$ cat config.mk
export PLATFORM = sky130hd
export DESIGN_NAME = shift_arbiter
export DESIGN_NICKNAME = d
export VERILOG_FILES = /design/src/rtl/shift_arbiter.sv
export SDC_FILE = /design/constraint.sdc
export NUM_CORES = 1
export LEC_CHECK = 0
export BUFFER_PORTS_ARGS = -buffer_cell sky130_fd_sc_hd__buf_2
export CAP_MARGIN = 20
export CORE_ASPECT_RATIO = 1.1
export CORE_MARGIN = 2
export CORE_UTILIZATION = 47
export CTS_BUF_LIST = sky130_fd_sc_hd__clkbuf_4 sky130_fd_sc_hd__clkbuf_8 sky130_fd_sc_hd__clkbuf_16
export CTS_CLUSTER_DIAMETER = 120
export DETAILED_ROUTE_END_ITERATION = 10
export PLACE_DENSITY = 0.66
export SLEW_MARGIN = 20
export SYNTH_ARGS = -nofsm -noshare
export SYNTH_HDL_FRONTEND = slang
export SYNTH_SLANG_ARGS = --single-unit
$ cat constraint.sdc
create_clock -name clk -period 3.1 [get_ports clk]
set_clock_uncertainty 0.05 [all_clocks]
set_input_delay 0.155 -clock clk [delete_from_list [all_inputs] [get_ports clk]]
set_output_delay 0.155 -clock clk [all_outputs]
set_load 0.005 [all_outputs]
$ cat src/rtl/shift_arbiter.sv
// -----------------------------------------------------------------------------
// shift_arbiter
//   Shares one 32-bit shifter datapath (SLL / SRL / SRA / pass-through) between
//   two requesters. A round-robin arbiter picks one requester per cycle, and
//   its result is captured in a single registered output stage.
//
//   The three shifter blocks are included in this file so that it is
//   self-contained:
//     shift_left_logical      zero-filling left shift
//     shift_right_logical     zero-filling right shift
//     shift_right_arithmetic  sign-filling right shift
//   Each one is a log2(N)-stage barrel shifter.
//
// Ports (shift_arbiter)
//   clk          in   1    clock; all state updates happen on posedge
//   rst          in   1    synchronous, active-high reset
//   req0_valid   in   1    requester 0 offers an operation
//   req0_ready   out  1    requester 0 is accepted this cycle
//   req0_in      in   N    operand for requester 0
//   req0_shamt   in   SHW  shift amount for requester 0
//   req0_op      in   2    00=SLL 01=SRL 10=SRA 11=pass-through
//   req1_*                 same five signals for requester 1
//   res_valid    out  1    the result register holds a valid result
//   res_ready    in   1    the consumer takes the result this cycle
//   res_out      out  N    shifted result
//   res_id       out  1    requester that produced res_out
//   state_dbg    out  1    output-stage FSM state (0=EMPTY, 1=FULL)
//
// Handshake semantics (all three ports): a transfer happens on a posedge
// where valid && ready are both high. A producer holds valid and its payload
// stable until that transfer. Ready may depend combinationally on valid, but
// valid never depends on ready. While rst=1 no transfer takes place.
// -----------------------------------------------------------------------------

module shift_left_logical #(
   parameter int N   = 32,
   parameter int SHW = 5
) (
   input  logic [N-1:0]   din,
   input  logic [SHW-1:0] shamt,
   output logic [N-1:0]   dout
);
   logic [N-1:0] stage [0:SHW];

   assign stage[0] = din;

   for (genvar s = 0; s < SHW; s++) begin : g_stage
      localparam int SH = 1 << s;
      assign stage[s+1] = shamt[s] ? {stage[s][N-1-SH:0], {SH{1'b0}}}
                                   : stage[s];
   end

   assign dout = stage[SHW];
endmodule

module shift_right_logical #(
   parameter int N   = 32,
   parameter int SHW = 5
) (
   input  logic [N-1:0]   din,
   input  logic [SHW-1:0] shamt,
   output logic [N-1:0]   dout
);
   logic [N-1:0] stage [0:SHW];

   assign stage[0] = din;

   for (genvar s = 0; s < SHW; s++) begin : g_stage
      localparam int SH = 1 << s;
      assign stage[s+1] = shamt[s] ? {{SH{1'b0}}, stage[s][N-1:SH]}
                                   : stage[s];
   end

   assign dout = stage[SHW];
endmodule

module shift_right_arithmetic #(
   parameter int N   = 32,
   parameter int SHW = 5
) (
   input  logic [N-1:0]   din,
   input  logic [SHW-1:0] shamt,
   output logic [N-1:0]   dout
);
   logic [N-1:0] stage [0:SHW];
   logic         fill;

   // The sign bit never changes through the stages, so every stage fills
   // with the original operand's MSB. The fill is built explicitly rather
   // than with >>> to avoid any signedness surprises in mixed expressions.
   assign fill     = din[N-1];
   assign stage[0] = din;

   for (genvar s = 0; s < SHW; s++) begin : g_stage
      localparam int SH = 1 << s;
      assign stage[s+1] = shamt[s] ? {{SH{fill}}, stage[s][N-1:SH]}
                                   : stage[s];
   end

   assign dout = stage[SHW];
endmodule

module shift_arbiter #(
   parameter int N   = 32,
   parameter int SHW = 5
) (
   input  logic           clk,
   input  logic           rst,

   input  logic           req0_valid,
   output logic           req0_ready,
   input  logic [N-1:0]   req0_in,
   input  logic [SHW-1:0] req0_shamt,
   input  logic [1:0]     req0_op,

   input  logic           req1_valid,
   output logic           req1_ready,
   input  logic [N-1:0]   req1_in,
   input  logic [SHW-1:0] req1_shamt,
   input  logic [1:0]     req1_op,

   output logic           res_valid,
   input  logic           res_ready,
   output logic [N-1:0]   res_out,
   output logic           res_id,

   output logic           state_dbg
);
   typedef enum logic {
      EMPTY = 1'b0,
      FULL  = 1'b1
   } out_state_t;

   localparam logic [1:0] OP_SLL  = 2'b00;
   localparam logic [1:0] OP_SRL  = 2'b01;
   localparam logic [1:0] OP_SRA  = 2'b10;

   out_state_t     state;
   out_state_t     state_nxt;
   logic           last_grant;
   logic [N-1:0]   res_out_q;
   logic           res_id_q;

   logic           can_accept;
   logic           grant0;
   logic           grant1;
   logic           acc0;
   logic           acc1;
   logic           accept;

   logic [N-1:0]   sel_in;
   logic [SHW-1:0] sel_shamt;
   logic [1:0]     sel_op;
   logic [N-1:0]   sll_out;
   logic [N-1:0]   srl_out;
   logic [N-1:0]   sra_out;
   logic [N-1:0]   shift_res;

   // ---------------------------------------------------------------------
   // Arbitration
   // ---------------------------------------------------------------------
   // The output register can take a new result when it is empty, or when
   // the consumer is draining it in this same cycle.
   assign can_accept = (state == EMPTY) || res_ready;

   // A lone valid requester wins. On a tie, the requester that did not win
   // the last accept is chosen. last_grant resets to 1, so requester 0
   // wins the first tie.
   assign grant0 = req0_valid && (!req1_valid || last_grant);
   assign grant1 = req1_valid && (!req0_valid || !last_grant);

   assign req0_ready = grant0 && can_accept && !rst;
   assign req1_ready = grant1 && can_accept && !rst;

   assign acc0   = req0_valid && req0_ready;
   assign acc1   = req1_valid && req1_ready;
   assign accept = acc0 || acc1;

   // ---------------------------------------------------------------------
   // Shared datapath: mux the granted operand, shift three ways, pick by op
   // ---------------------------------------------------------------------
   assign sel_in    = grant1 ? req1_in    : req0_in;
   assign sel_shamt = grant1 ? req1_shamt : req0_shamt;
   assign sel_op    = grant1 ? req1_op    : req0_op;

   shift_left_logical #(.N(N), .SHW(SHW)) u_sll (
      .din   (sel_in),
      .shamt (sel_shamt),
      .dout  (sll_out)
   );

   shift_right_logical #(.N(N), .SHW(SHW)) u_srl (
      .din   (sel_in),
      .shamt (sel_shamt),
      .dout  (srl_out)
   );

   shift_right_arithmetic #(.N(N), .SHW(SHW)) u_sra (
      .din   (sel_in),
      .shamt (sel_shamt),
      .dout  (sra_out)
   );

   always_comb begin
      shift_res = sel_in;
      case (sel_op)
         OP_SLL:  shift_res = sll_out;
         OP_SRL:  shift_res = srl_out;
         OP_SRA:  shift_res = sra_out;
         default: shift_res = sel_in;
      endcase
   end

   // ---------------------------------------------------------------------
   // Output-stage FSM
   // ---------------------------------------------------------------------
   always_comb begin
      state_nxt = state;
      case (state)
         EMPTY: if (accept) state_nxt = FULL;
         FULL:  if (res_ready && !accept) state_nxt = EMPTY;
         default: state_nxt = EMPTY;
      endcase
   end

   always_ff @(posedge clk) begin
      if (rst) begin
         state      <= EMPTY;
         res_out_q  <= '0;
         res_id_q   <= 1'b0;
         last_grant <= 1'b1;
      end else begin
         state <= state_nxt;
         // Priority rotates only on an accept; a stalled output leaves it
         // alone, so the waiting loser still wins next.
         if (accept) begin
            res_out_q  <= shift_res;
            res_id_q   <= acc1;
            last_grant <= acc1;
         end
      end
   end

   assign res_valid = (state == FULL);
   assign res_out   = res_out_q;
   assign res_id    = res_id_q;
   assign state_dbg = state;
endmodule

# --- After elaboration in Yosys (flattened, before gate mapping) ---
# Index checks and enable logic that the tools add are counted.
# W data, S select, Z words.
classes:
  eq_ne: 2
  muxes: 22
  n_bitwise: 1
  reduce_logical: 19
ops:
  columns: ["op", "count"]
  rows:
  - ["$mux W32", 11]
  - ["$mux W31", 5]
  - ["$pmux W32 S3", 1]
  - ["$logic_and A1 B1 Y1", 9]
  - ["$logic_not A1 Y1", 5]
  - ["$mux W5", 1]
  - ["$logic_or A1 B1 Y1", 4]
  - ["$eq A2 B1 Y1 const B", 1]
  - ["$eq A2 B2 Y1 const B", 1]
  - ["$logic_not A2 Y1", 1]
  - ["$mux W1", 2]
  - ["$mux W2", 1]
  - ["$pmux W1 S2", 1]
  - ["$not A1 Y1", 1]
totals:
  reg_bits: 35
  input_bits: 83

# --- Depth between registers and ports, before layout ---
depth:
  word_depth: 11
  depth_mapped: 12
  depth_no_buf: 8

# --- Modules after synthesis ---
# From an unflattened synthesis, not the netlist that was laid out.
unflattened:
  hier_cells: 1017
  hier_area_um2: 8798.4
modules_own_cells:
  columns: ["module", "n_inst", "cells_per_inst", "area_per_inst_um2"]
  rows:
  - ["shift_arbiter", 1, 417, 3118.0]
  - ["shift_right_arithmetic", 1, 225, 2128.3]
  - ["shift_right_logical", 1, 192, 1778.0]
  - ["shift_left_logical", 1, 183, 1774.2]

# --- Least setup slack after synthesis ---
# Ideal clock, no wire load.
synth_timing:
  path_kind: "reg-to-reg"
  from: "reg last_grant"
  to: "reg res_out_q[29], in the netlist res_out[29]"
  t_arrival_ns: 2.203
  required_ns: 2.933
  setup_slack_ns: 0.731
  stages_incl_launch_ff: 11
  period_less_slack_ns: 2.369
  cell_sequence: "dfxtp_1 a21boi_1 buf_6 mux2i_2 buf_6 mux4_2 mux2i_1 o21ai_0 o22ai_1 nand4_1 a22o_1"
synth_via:
  elab_chain_len: 10
  word_cells_on_any_way: 34
synth_rtl:
  columns: ["element", "line_no", "source"]
  rows:
  - ["start: declaration", "140", "logic last_grant;"]
  - ["start signal: assignment", "231", "last_grant <= 1'b1;"]
  - ["start signal: assignment", "239", "last_grant <= acc1;"]
  - ["$logic_not A1 Y1", "170", "assign grant1 = req1_valid && (!req0_valid || !last_grant);"]
  - ["$logic_or A1 B1 Y1", "170", null]
  - ["$logic_and A1 B1 Y1", "170", null]
  - ["$mux W32 or $mux W5 (tied branches)", "182, 183", null]
  - ["$mux W31, or another cell as far along (5 in a row)", "96", "assign stage[s+1] = shamt[s] ? {{SH{fill}}, stage[s][N-1:SH]}"]
  - ["$pmux W32 S3", "206", "case (sel_op)"]
  - ["end signal: assignment", "237", "res_out_q <= shift_res;"]
  - ["end: declaration", "141", "logic [N-1:0] res_out_q;"]
# Several ways; a longest one is shown, not always the timed one.
# A chain may end at the register's enable or synchronous reset.

# --- Final worst setup path ---
layout_timing:
  from: "reg last_grant"
  to: "reg res_out_q[11], in the netlist res_out[11]"
# The elaborated chain is that of the path after synthesis.

==> insert_results.sql <==
INSERT INTO impl_metrics (metric_group, metric, value, unit) VALUES
('outcome', 'status', 'finished clean', ''),
('global_route', 'largest_net_degree_at_the_start_of_global_routing', '52', ''),
('synthesis', 'synth_enable_flop_cells', '0', ''),
('global_route', 'grt_first_pass_wirelength', '62.7', 'mm'),
('die', 'core.rowCount', '50', ''),
('critical_path', 'critical_path.max_fanout', '32', ''),
('die', 'floorplan.die_area', '0.0184', 'mm²'),
('die', 'io_pins', '120', ''),
('finish', 'nFillCells', '1701', ''),
('synthesis', 'number_of_nets_in_the_synthesized_netlist', '1199', ''),
('synthesis', 'synthesis.area_per_instance', '7.28', 'µm²'),
('die', 'start_util', '47.9', '%'),
('sta', 'relSlewSlack', '40.6', '%'),
('synthesis', 'synth-warning-count', '0', ''),
('critical_path', 'worstSetupPathType', 'flip-flop to flip-flop', ''),
('clock_tree', 'cts.reportedPaths.clkPinSlew', '0.07', 'ns'),
('critical_path', 'critical_path.endpoint_type', 'flip-flop', ''),
('placed_design', 'gp_congestion', '1.10', ''),
('sta', 'final_slew_viol_count', '0', ''),
('clock_tree', 'cts.hold.buffers_added', '0', ''),
('clock_tree', 'total_clock_sinks', '35', ''),
('job', 'max_cap_violations', '0', ''),
('sta', 'tightestPinTransition', '0.882', 'ns'),
('pwr', 'peakVddDrop', '0.371', 'mV'),
('clock_tree', 'tritoncts', 'done', ''),
('detailed_routing', 'vias', '10600', ''),
('die', 'floorplan.die.width', '129', 'µm'),
('critical_path', 'crit_path_start_kind', 'flip-flop', ''),
('sta', 'final.setup.tns', '0', 'ns'),
('clock_tree', 'clk_root_buffer_cell', 'sky130_fd_sc_hd__clkbuf_16', ''),
('placed_design', 'dpl.hpwl', '33.6', 'mm'),
('clock_tree', 'clockBufferDepth', '2', ''),
('synthesis', 'post_synth_instance_area', '0.00812', 'mm²'),
('finish', 'layout.nets', '1347', ''),
('synthesis', 'synth.ff_latch_count', '35', ''),
('placed_design', 'dpl-instance-area', '0.00955', 'mm²'),
('die', 'placeableCoreArea', '0.0170', 'mm²'),
('clock_tree', 'clk_latency', '0.30', 'ns'),
('detailed_routing', 'antenna_left', '0', ''),
('finish', 'syn2layout_area_growth', '20.4', '%'),
('detailed_routing', 'route.final.wire_length', '43.2', 'mm'),
('detailed_routing', 'wl_met2', '18.5', 'mm'),
('synthesis', 'synth.distinct_cells', '68', ''),
('die', 'chipHeight', '142', 'µm'),
('synthesis', 'synth-async-reset-ratio', '0', '%'),
('global_route', 'gr-total-overflow', '0', ''),
('sta', 'finalWorstSetupSlack', '0.0292', 'ns'),
('placed_design', 'detailedPlace.worstSlack', '-0.152', 'ns'),
('critical_path', 'crit_arrival', '3.19', 'ns'),
('sta', 'finalHoldViolCount', '0', ''),
('pwr', 'leakagePower', '4.40', 'nW'),
('finish', 'final_cell_mix', 'sky130_fd_sc_hd__mux2i_1, sky130_fd_sc_hd__nand2_1, sky130_fd_sc_hd__buf_2, sky130_fd_sc_hd__buf_4, sky130_fd_sc_hd__nor2_1', ''),
('detailed_routing', 'wl_met3', '5.35', 'mm'),
('detailed_routing', 'drcViolationCount', '0', ''),
('pwr', 'ratio_of_total_power_to_cell_area', '349', 'mW/mm²'),
('detailed_routing', 'drt_first_pass_iters', '9', ''),
('synthesis', 'synth_seq_area_share', '8.62', '%'),
('finish', 'design_area', '0.00978', 'mm²'),
('critical_path', 'crit_required', '3.22', 'ns'),
('detailed_routing', 'wirelength_met1', '16.7', 'mm'),
('global_route', 'global_route.usage.total', '46.2', '%'),
('clock_tree', 'cts_buffers', '5', ''),
('sta', 'setup_viol_count_final', '0', ''),
('detailed_routing', 'vias_per_cell', '7.07', ''),
('finish', 'final_common_cell', 'sky130_fd_sc_hd__mux2i_1', ''),
('min_path', 'timing.hold.worst.class', 'input pin to flip-flop', ''),
('placed_design', 'io_buffers', '119', ''),
('clock_tree', 'htreeDepth', '2', ''),
('detailed_routing', 'dr.first_iter.drc_count', '1864', ''),
('synthesis', 'postSynth.topFlopCell', 'sky130_fd_sc_hd__dfxtp_1', ''),
('synthesis', 'postSynthCellCount', '1116', ''),
('global_route', 'first_global_vias', '9726', ''),
('finish', 'drive_above_1_share', '26.0', '%'),
('detailed_routing', 'avgRoutedWirePerCell', '28.7', 'µm'),
('detailed_routing', 'highest_routed_layer', 'met4', ''),
('sta', 'whs', '0.136', 'ns'),
('global_route', 'number_of_antenna_violations_at_the_first_check_in_global_routing', '2', ''),
('sta', 'maxClockFrequency', '326', 'MHz'),
('sta', 'layout_worst_path_cycle_share', '99.1', '%'),
('sta', 'finalWorstPathRequiredPeriod', '3.07', 'ns');
-- flip-flops by register name, summed over array words and instances (netlist names) --
register    count
res_out        32
last_grant      1
res_id          1
res_valid       1
-- cells by family (layout without fill, tap and decap cells) --
logic type             after synthesis  after routing  synth area share [%]
AO/OA/AOI/OAI                      323            323                  27.4
buffers and inverters              112            261                  7.32
flip-flops                          35             35                  8.62
multiplexers                       268            268                  35.9
other                                0              4                     0
AND/OR/NAND/NOR                    378            378                  20.7
-- report_power, final --
part / switching (mW) / internal (mW) / total [mW]
clock: 0.244 / 0.302 / 0.545
combinational: 1.44 / 0.875 / 2.32
sequential: 0.0388 / 0.508 / 0.547
total: 1.73 / 1.68 / 3.41
-- stage by stage --
step | std cells | util (%) | power, mW
floorplan | 1116 | - | 1.80
global placement | 1487 | 56.3 | 2.75
detailed placement | 1487 | 56.3 | 2.74
CTS | 1495 | 57.3 | 3.29
global route | 1500 | 57.7 | 3.51
finish | 1503 | 57.7 | 3.41
-- cell usage after synthesis, drive strengths merged (4+ instances only) --
cell type  count  share of area [%]
mux2i        219                 27
nand2        173                8.0
buf           82                5.9
nor2          76                3.6
o21ai         66                4.1
a21oi         62                3.8
nand3         43                2.6
a211oi        37                3.4
dfxtp         35                8.6
mux2          35                4.9
nor3          25                1.5
clkbuf        23                1.1
o211ai        21                1.9
a31oi         19                1.5
mux4          14                3.9
nor2b         14                1.1
nand2b        12               0.92
a22oi         10               0.92
a221oi         9                1.0
and2           8               0.65
and3           8               0.62
a21o           7               0.65
inv            7               0.32
o21a           7               0.65
o22ai          7               0.62
o31ai          7               0.65
a211o          6               0.65
a22o           6               0.65
a311oi         6               0.72
nor4           6               0.46
o221ai         6               0.65
a2111oi        5               0.54
a32oi          5               0.54
nand4          5               0.39
a31o           4               0.43
a32o           4               0.49
o31a           4               0.43
-- layer usage --
| metal | global-route usage [%] | up-vias |
|---|---|---|
| li1 | - | 4538 |
| met1 | 62.0 | 5036 |
| met2 | 69.1 | 878 |
| met3 | 11.0 | 173 |
| met4 | 22.5 | 0 |
| met5 | 0 | - |
-- worst paths after layout --
kind                                    end        from  depth (start not counted)  slack (ns)
worst max-delay path            res_out[11]  last_grant                          9        0.03
worst min-delay path              res_valid   res_ready                          3        0.14
worst max register to register  res_out[11]  last_grant                          9        0.03
worst min register to register   res_out[0]  res_out[0]                          2        0.42
-- what timing repair did --
action                                 CTS  global route
buffers inserted                         0             4
gates resized for setup                  2             6
setup endpoints to repair                1             6
pin swaps                                0             1
endpoints found under the hold margin    0             0
-- layout make-up --
cell class | count | area (µm²) | area share (%)
diodes | 4 | 10.0 | 0.102
clock buffers | 5 | 125 | 1.28
well taps | 234 | 293 | 2.99
clock inverters | 3 | 23.8 | 0.243
inverters | 7 | 26.3 | 0.269
multi-input cells | 969 | 6910 | 70.6
repair buffers | 246 | 1700 | 17.3
flip-flops and latches | 35 | 701 | 7.16
-- critical path, cell delays in order, from the launching register on --
cell and delay [ns]:
sky130_fd_sc_hd__dfxtp_1 0.37, sky130_fd_sc_hd__a21boi_4 0.33, sky130_fd_sc_hd__mux2i_4 0.33, sky130_fd_sc_hd__buf_12 0.23
sky130_fd_sc_hd__mux2i_1 0.10, sky130_fd_sc_hd__mux2i_1 0.42, sky130_fd_sc_hd__a211oi_1 0.24, sky130_fd_sc_hd__a21o_1 0.22
sky130_fd_sc_hd__a2111oi_2 0.51, sky130_fd_sc_hd__nor4_1 0.10
Power figures use the tool's default switching activity.
